**src/rtl/rv32_instr_encoder.sv**
```systemverilog
// rv32_instr_encoder: packs RV32I R/I-type ALU fields into words,
// drops illegal sets, and streams words with an auto-incrementing address.
module rv32_instr_encoder #(
  parameter int unsigned DEPTH     = 4,
  parameter logic [31:0] BASE_ADDR = 32'h0000_0000
) (
  input  logic                         clk,
  input  logic                         rst_n,
  input  logic                         in_valid,
  output logic                         in_ready,
  input  logic                         in_type,
  input  logic [4:0]                   in_rs1,
  input  logic [4:0]                   in_rs2,
  input  logic [4:0]                   in_rd,
  input  logic [2:0]                   in_funct3,
  input  logic [6:0]                   in_funct7,
  input  logic [11:0]                  in_imm,
  output logic                         out_valid,
  input  logic                         out_ready,
  output logic [31:0]                  out_instr,
  output logic [31:0]                  out_addr,
  input  logic                         addr_load,
  input  logic [31:0]                  addr_load_val,
  output logic                         err_pulse,
  output logic [7:0]                   err_count,
  output logic [$clog2(DEPTH+1)-1:0]   level
);

  localparam int unsigned PW = $clog2(DEPTH);
  localparam int unsigned LW = $clog2(DEPTH + 1);

  localparam logic [6:0] OP_R = 7'b0110011;
  localparam logic [6:0] OP_I = 7'b0010011;

  logic [31:0]   mem_q [DEPTH];
  logic [PW-1:0] wr_ptr_q, wr_ptr_d;
  logic [PW-1:0] rd_ptr_q, rd_ptr_d;
  logic [LW-1:0] level_q, level_d;
  logic [31:0]   addr_q, addr_d;
  logic          err_q, err_d;
  logic [7:0]    errcnt_q, errcnt_d;

  logic          legal;
  logic [31:0]   word;
  logic          accept;
  logic          push;
  logic          pop;
  logic [6:0]    imm_hi;
  logic          unused_lsb;

  assign imm_hi     = in_imm[11:5];
  assign unused_lsb = ^addr_load_val[1:0];

  always_comb begin
    legal = 1'b1;
    if (!in_type) begin
      unique case (1'b1)
        (in_funct7 == 7'h00): legal = 1'b1;
        (in_funct7 == 7'h20): legal = (in_funct3 == 3'b000) ||
                                      (in_funct3 == 3'b101);
        default:              legal = 1'b0;
      endcase
    end else begin
      unique case (1'b1)
        (in_funct3 == 3'b001): legal = (imm_hi == 7'h00);
        (in_funct3 == 3'b101): legal = (imm_hi == 7'h00) ||
                                       (imm_hi == 7'h20);
        default:               legal = 1'b1;
      endcase
    end
  end

  always_comb begin
    word = '0;
    if (in_type) begin
      word = {in_imm, in_rs1, in_funct3, in_rd, OP_I};
    end else begin
      word = {in_funct7, in_rs2, in_rs1, in_funct3, in_rd, OP_R};
    end
  end

  // in_ready looks only at registered occupancy, never at out_ready
  assign in_ready  = (level_q != LW'(DEPTH));
  assign out_valid = (level_q != '0);
  assign accept    = in_valid && in_ready;
  assign push      = accept && legal;
  assign pop       = out_valid && out_ready;

  assign out_instr = out_valid ? mem_q[rd_ptr_q] : 32'h0;
  assign out_addr  = addr_q;
  assign err_pulse = err_q;
  assign err_count = errcnt_q;
  assign level     = level_q;

  always_comb begin
    wr_ptr_d = wr_ptr_q;
    rd_ptr_d = rd_ptr_q;
    level_d  = level_q;
    if (push) wr_ptr_d = wr_ptr_q + 1'b1;
    if (pop)  rd_ptr_d = rd_ptr_q + 1'b1;
    unique case ({push, pop})
      2'b10:   level_d = level_q + 1'b1;
      2'b01:   level_d = level_q - 1'b1;
      default: level_d = level_q;
    endcase
  end

  always_comb begin
    addr_d = addr_q;
    if (addr_load) begin
      addr_d = {addr_load_val[31:2], 2'b00};
    end else if (pop) begin
      addr_d = addr_q + 32'd4;
    end
  end

  always_comb begin
    err_d    = accept && !legal;
    errcnt_d = errcnt_q;
    if (err_d && (errcnt_q != 8'hFF)) begin
      errcnt_d = errcnt_q + 8'd1;
    end
  end

  always_ff @(posedge clk or negedge rst_n) begin
    if (!rst_n) begin
      wr_ptr_q <= '0;
      rd_ptr_q <= '0;
      level_q  <= '0;
      addr_q   <= BASE_ADDR;
      err_q    <= 1'b0;
      errcnt_q <= 8'h00;
    end else begin
      wr_ptr_q <= wr_ptr_d;
      rd_ptr_q <= rd_ptr_d;
      level_q  <= level_d;
      addr_q   <= addr_d;
      err_q    <= err_d;
      errcnt_q <= errcnt_d;
    end
  end

  always_ff @(posedge clk or negedge rst_n) begin
    if (!rst_n) begin
      for (int i = 0; i < int'(DEPTH); i++) begin
        mem_q[i] <= 32'h0;
      end
    end else if (push) begin
      mem_q[wr_ptr_q] <= word;
    end
  end

endmodule

```
**config.mk**
```make
export PLATFORM = sky130hd
export DESIGN_NAME = rv32_instr_encoder
export DESIGN_NICKNAME = d
export VERILOG_FILES = /design/src/rtl/rv32_instr_encoder.sv
export SDC_FILE = /design/constraint.sdc
export NUM_CORES = 1
export LEC_CHECK = 0
export CELL_PAD_IN_SITES_DETAIL_PLACEMENT = 1
export CELL_PAD_IN_SITES_GLOBAL_PLACEMENT = 1
export CORE_MARGIN = 3
export CORE_UTILIZATION = 40
export CTS_CLUSTER_DIAMETER = 80
export CTS_CLUSTER_SIZE = 25
export DETAILED_ROUTE_END_ITERATION = 16
export GPL_ROUTABILITY_DRIVEN = 1
export PLACE_DENSITY = 0.9
export SYNTH_ARGS = -nofsm -noshare
export SYNTH_HDL_FRONTEND = slang
export SYNTH_SLANG_ARGS = --single-unit
export TNS_END_PERCENT = 1
```
**constraint.sdc**
```tcl
create_clock -name clk -period 4 [get_ports clk]
set_input_delay 0.4 -clock clk [delete_from_list [all_inputs] [get_ports clk]]
set_output_delay 0.4 -clock clk [all_outputs]
set_load 0.02 [all_outputs]
```
==> key figures, run 1 <==
Synth
  • Synth Register Bits: 154
  • Post-synth top area share: 0.508
  • Synth Instances: 633
  • Synthesized area: 7580 um^2
  • Post-synthesis average cell area: 12.0 um^2
  • Sequential-to-total area share from yosys stat: 0.508
  • Dominant cells by area after synthesis: dfrtp_1, mux2_2, mux4_2
  • Yosys Warn Count: 0
  • Synth area leader: dfrtp_1
  • Yosys cell types: 43

Clock tree
  • Post CTS Setup Buffer Count: 0
  • Total CTS buffers: 17
  • Hold Buf Count CTS: 0
  • CTS tree: done
  • Worst skew pair latency: 0.42 ns
  • PostCTS Resize Cnt: 0
  • Clock transition at the registers of the reported paths: 0.06 ns
  • Clock Path Buffers: 2
  • CTS H-tree lvls: 4
  • CTS sink cnt: 154
  • Clock root buffer: clkbuf_16

Power and ir drop
  • Leak Pwr: 4.00 nW
  • PD cells: 790 nW/um^2
  • Max IR drop VDD: 0.338 mV

Final layout
  • Ant. Diodes: 0
  • Reg area: 3850 um^2
  • Area Growth Syn to Fin: 29.2%
  • Most frequent cells in the layout: dfrtp_1, clkdlybuf4s50_1, mux2_2
  • Fill count: 1917
  • Ratio of cells with drive above 1 in the final layout: 0.191
  • Multi-input gate area: 3410 um^2
  • Layout Nets: 856
  • Commonest non-fill, non-tap cell in the layout: dfrtp_1

Floorplanning
  • Initial cell density of the core: 0.415
  • Die H: 144 um
  • Rows: 49
  • I/O pin total: 153
  • Die area: 20600 um^2
  • Core area: 18300 um^2
  • Die width: 144 um

GRT
  • Total Routing Usage GR: 0.196
  • Met2 Use GR: 0.344
  • GRT overflow: 0
  • First-pass GRT wire length: 31500 um
  • Top Usage Layer GRT: met2
  • Number of global-route vias before repair: 5939
  • M3 GR Usage: 0.0466
  • Grt met1 use: 0.245
  • Largest net degree at the start of global routing: 111
  • Initial antenna violation count: 0

Drt
  • Antenna violation net count after detailed routing: 0
  • DR pass1 iterations: 4
  • Final wirelength: 19700 um
  • Vias per inst: 5.32
  • Routed WL per cell: 19.4 um
  • DR iter-0 viols: 177
  • Total number of vias: 5397
  • DRC: 0

Timing
  • Worst-Margin Slew: 1.02 ns
  • Maximum clock frequency: 315 MHz
  • Slew Limit Headroom: 0.319
  • Layout Skew: 0.00981 ns
  • Max Slew Vio Count: 0
  • Setup violators final: 0
  • Setup ws final: 0.821 ns
  • Final setup TNS: 0 ns
  • Final hold violations: 0
  • RSZ-0062 raised after global routing: false
  • Min Hold Slack: 0.118 ns
  • Final period util: 0.795
  • Fin crit period: 3.18 ns

Worst setup path
  • Crit path from: rd_ptr_q[0]
  • Setup CP Type: reg2out
  • Critical path required time: 3.60 ns
  • Worst Setup Start Kind: flip-flop
  • Slowest CP cell: dfrtp_2
  • Critical R2R Launch: level[0]
  • Crit-path max cell delay: 0.81 ns
  • Data arrival, critical path: 2.78 ns
  • Max FO, Critical Path: 19
  • Endpoint type of the worst setup path: output port
  • Crit path cell chain: buf_4 > mux4_2 > and2_1 > clkdlybuf4s50_1

Place
  • Gpl congestion: 0.793
  • PortBufs: 145
  • HPWL after detailed placement: 13600 um
  • Setup WS pre-CTS: 0.623 ns

Outcome
  • Run status: finished clean

Job
  • Max cap viols: 0

Min path
  • Worst min path class: in2async
logic make-up (layout without fill, tap and decap cells):
kind of cell / Yosys count / count (layout) / share of synthesized area
other: 1 / 5 / 0.000495
AO/OA/AOI/OAI: 78 / 78 / 0.0563
flip-flops: 154 / 154 / 0.508
multiplexers: 104 / 104 / 0.192
buffers and inverters: 55 / 204 / 0.0441
XOR/XNOR: 42 / 42 / 0.0485
adder cells (fa/ha/maj): 8 / 8 / 0.0142
AND/OR/NAND/NOR: 191 / 191 / 0.136
through the flow:
stage / utilization / power, mW / instances / cell area, um^2
4_1_cts: 0.536 / 7.85 / 1015 / 9800
2_1_floorplan: - / 4.71 / 637 / 7600
3_5_place_dp: 0.502 / 6.08 / 983 / 9170
5_1_grt: 0.536 / 8.21 / 1015 / 9800
3_3_place_gp: 0.502 / 5.89 / 983 / 9170
6_report: 0.536 / 7.74 / 1015 / 9800
synthesized netlist by cell type:
library cell / count
nand2_1: 41
xnor2_1: 15
dfrtp_1: 154
and2_1: 30
or3_4: 1
inv_1: 12
nor2_1: 56
nor3_4: 1
or3_1: 1
xor2_1: 27
nor3_1: 8
nor4_1: 1
or4_1: 1
buf_2: 3
nand3_1: 14
buf_4: 15
a31oi_4: 1
and3_1: 6
and2b_1: 1
ha_1: 7
clkbuf_1: 14
mux2_1: 1
nor2b_1: 2
and4_1: 2
mux4_2: 27
nand4_1: 12
or2_2: 5
or4_4: 1
mux2i_1: 18
o31a_1: 1
a21oi_1: 50
o311a_4: 1
o21ai_0: 25
buf_6: 9
fa_1: 1
buf_1: 2
nor2_4: 1
nor3b_4: 1
or3b_2: 1
nor4_4: 4
mux2_2: 58
conb_1: 1
nor4b_1: 1
sequential cells by signal, indices dropped and copies added (netlist names):
signal,count
err_count,8
err_pulse,1
level,3
mem_q,108
out_addr,30
rd_ptr_q,2
wr_ptr_q,2
path summary, 6_finish.rpt:
check,to,depth (start not counted),slack (ns)
max in group asynchronous,err_count[7],2,3.10
min in group clk,mem_q[4],1,0.48
setup / recovery,out_instr[1],4,0.82
hold reg to reg,mem_q[4],1,0.48
hold / removal,mem_q[24],1,0.12
setup reg to reg,level[2],10,1.54
where the power goes:
part | total, mW | leakage, nW | internal, mW | switching, mW
Clock | 1.70 | 0.305 | 1.05 | 0.648
Sequential | 2.69 | 1.81 | 2.21 | 0.480
Combinational | 3.35 | 1.88 | 1.81 | 1.55
Total | 7.74 | 4.00 | 5.06 | 2.67
final cells by class:
class,count,area share
clock inverters,14,0.0199
well taps,229,0.0292
flip-flops and latches,154,0.393
inverters,12,0.00460
clock buffers,18,0.0438
multi-input cells,428,0.348
repair buffers,160,0.161
metal layers:
layer / share of wire / vias to the layer above
li1: - / 2478
met1: 0.42 / 2810
met2: 0.53 / 95
met3: 0.038 / 14
met4: 0.011 / 0
met5: 0 / -
critical path, delay by kind of cell, from the launching register on:
family                 cells  cell delay, ns
AND/OR/NAND/NOR            1            0.20
multiplexers               1            0.50
buffers and inverters      2            0.85
flip-flops                 1            0.81
(Power assumes the default switching activity.)
==> inputs of run 2 (changes only) <==
CORE_UTILIZATION = 37   (was 40)
PLACE_DENSITY = 0.88   (was 0.9)
clock period = 2.85 ns   (was 4 ns; I/O delays follow)
==> key figures, run 2 (synthesis gave the netlist of run 1 again) <==
Timing
  • Final period util: 0.941
  • Final hold violations: 0 (unchanged)
  • Maximum clock frequency: 373 MHz
  • Final setup TNS: 0 ns (unchanged)
  • Worst-Margin Slew: 0.657 ns (was 1.02 ns)
  • Setup violators final: 0 (unchanged)
  • Min Hold Slack: 0.422 ns (was 0.118 ns)
  • RSZ-0062 raised after global routing: false (unchanged)
  • Max Slew Vio Count: 0 (unchanged)
  • Fin crit period: 2.68 ns
  • Slew Limit Headroom: 0.562 (was 0.319)
  • Layout Skew: 0.0120 ns (was 0.00981 ns)

GRT
  • Initial antenna violation count: 0 (unchanged)
  • GRT overflow: 0 (unchanged)
  • Largest net degree at the start of global routing: 70 (was 111)
  • Number of global-route vias before repair: 6127 (was 5939)
  • Total Routing Usage GR: 0.197 (was 0.196)
  • First-pass GRT wire length: 33900 um (was 31500 um)

Clock tree
  • Total CTS buffers: 17 (unchanged)
  • CTS tree: done (unchanged)
  • Worst skew pair latency: 0.43 ns (was 0.42 ns)
  • Clock transition at the registers of the reported paths: 0.06 ns (about the same)
  • Clock root buffer: clkbuf_16 (unchanged)
  • Clock Path Buffers: 2 (unchanged)
  • CTS H-tree lvls: 4 (unchanged)
  • CTS sink cnt: 154 (unchanged)

Outcome
  • Run status: finished clean (unchanged)

Place
  • PortBufs: 145 (unchanged)
  • HPWL after detailed placement: 14900 um (was 13600 um)
  • Gpl congestion: 0.767 (was 0.793)

Final layout
  • Max FFs per register: 108 (unchanged)
  • Most frequent cells in the layout: dfrtp_1, clkdlybuf4s50_1, mux2_2 (unchanged)
  • Commonest non-fill, non-tap cell in the layout: dfrtp_1 (unchanged)
  • Ant. Diodes: 0 (unchanged)
  • Reg with most FFs: mem_q (unchanged)
  • End-of-flow core utilization: 0.510 (was 0.536)
  • Ratio of cells with drive above 1 in the final layout: 0.213 (was 0.191)
  • Layout Nets: 878 (was 856)
  • Fill count: 2111 (was 1917)
  • Area Growth Syn to Fin: 33.0% (was 29.2%)

Floorplanning
  • Die area: 22200 um^2 (was 20600 um^2)
  • I/O pin total: 153 (unchanged)
  • Rows: 51 (was 49)
  • Initial cell density of the core: 0.383 (was 0.415)
  • Die H: 149 um (was 144 um)
  • Die width: 149 um (was 144 um)
  • Core area: 19800 um^2 (was 18300 um^2)

Worst setup path
  • Endpoint type of the worst setup path: flip-flop (was output port)
  • Crit path cell chain: clkdlybuf4s50_1 > or4_1 > o311a_4 > or3_4 > nor2_4 > inv_1 > ha_1 > inv_1 > fa_1 > xor2_1 > nor2_1 > xor2_1 (was buf_4 > mux4_2 > and2_1 > clkdlybuf4s50_1)
  • Crit-path max cell delay: 0.61 ns (was 0.81 ns)
  • Worst Setup Start Kind: primary input (was flip-flop)
  • Slowest CP cell: or4_1 (was dfrtp_2)
  • Setup CP Type: in2reg (was reg2out)
  • Data arrival, critical path: 2.98 ns (was 2.78 ns)
  • Max FO, Critical Path: 2 (was 19)
  • Critical path required time: 3.15 ns (was 3.60 ns)

Power and ir drop
  • PD cells: 1100 nW/um^2 (was 790 nW/um^2)
  • Leak Pwr: 4.11 nW (was 4.00 nW)
  • Max IR drop VDD: 0.561 mV (was 0.338 mV)
  • Power, Total: 11.0 mW (was 7.74 mW)

Drt
  • Routed WL per cell: 19.7 um (was 19.4 um)
  • Total number of vias: 5539 (was 5397)
  • DR iter-0 viols: 227 (was 177)
  • DR pass1 iterations: 4 (unchanged)
  • DRC: 0 (unchanged)
  • Final wirelength: 21100 um (was 19700 um)
  • Vias per inst: 5.16 (was 5.32)
  • Antenna violation net count after detailed routing: 0 (unchanged)

Job
  • Max cap viols: 0 (unchanged)

Min path
  • Worst min path class: in2reg (was in2async)
-- run 2: cell types whose count changed in the layout (fill, tap and decap cells not counted), sizes merged --
cell	change
buf	+21
bufinv	-1
clkbuf	+2
clkinv	-5
clkinvlp	+4
dlygate4sd3	+1
-- run 2: path summary, 6_finish.rpt --
| path | startpoint | to | slack (ns) | cells past startpoint |
|---|---|---|---|---|
| min reg2reg | rd_ptr_q[1] | rd_ptr_q[1] | 0.47 | 1 |
| max reg2reg | level[0] | level[2] | 0.40 | 10 |
| min in group asynchronous | rst_n | mem_q[88] | 0.43 | 2 |
| min | addr_load_val[25] | out_addr[25] | 0.42 | 3 |
| max in group asynchronous | rst_n | mem_q[117] | 1.64 | 3 |
| max | in_imm[5] | level[2] | 0.17 | 12 |
-- run 2: cell type report --
type	instances	area, um^2	area share
Sequential cell	154	3860	0.383
Tap cell	265	332	0.0329
Inverter	12	45.0	0.00447
Multi-Input combinational cell	428	3410	0.338
Clock inverter	12	163	0.0161
Timing Repair Buffer	182	1810	0.179
Clock buffer	20	467	0.0463
-- run 2: layer usage --
layer | wire (um) | vias to the layer above | global-route usage
met5 | 0 | - | 0
met3 | 838 | 26 | 0.0471
li1 | - | 2525 | -
met4 | 356 | 0 | 0.0554
met2 | 11100 | 116 | 0.346
met1 | 8750 | 2872 | 0.242
-- run 2: report_power, final --
part,internal [mW],switching (mW)
logic,2.63,2.32
registers,3.10,0.609
clock network,1.46,0.925
-- run 2: what timing repair did --
item                                    4_1_cts  5_1_grt
buffers inserted                              2        0
hold endpoints to repair                     66        0
hold buffers                                  1        0
endpoints found under the setup margin       18        0
gates resized for setup                       1        0
-- run 2: critical path: cells and delay by family --
kind | cells | cell delay (ns)
fa+ha+maj | 2 | 0.38
buf+inv | 3 | 0.56
compound gates | 1 | 0.34
simple gates | 4 | 1.13
xor+xnor | 2 | 0.29
-- run 2: stage by stage --
step / cells / cell area [um^2] / setup WS [ns]
2_1_floorplan: 637 / 7600 / 0.228
4_1_cts: 1073 / 10100 / 0.171
5_1_grt: 1073 / 10100 / 0.0263
3_5_place_dp: 1038 / 9420 / -0.268
6_report: 1073 / 10100 / 0.167
3_3_place_gp: 1038 / 9420 / -0.178
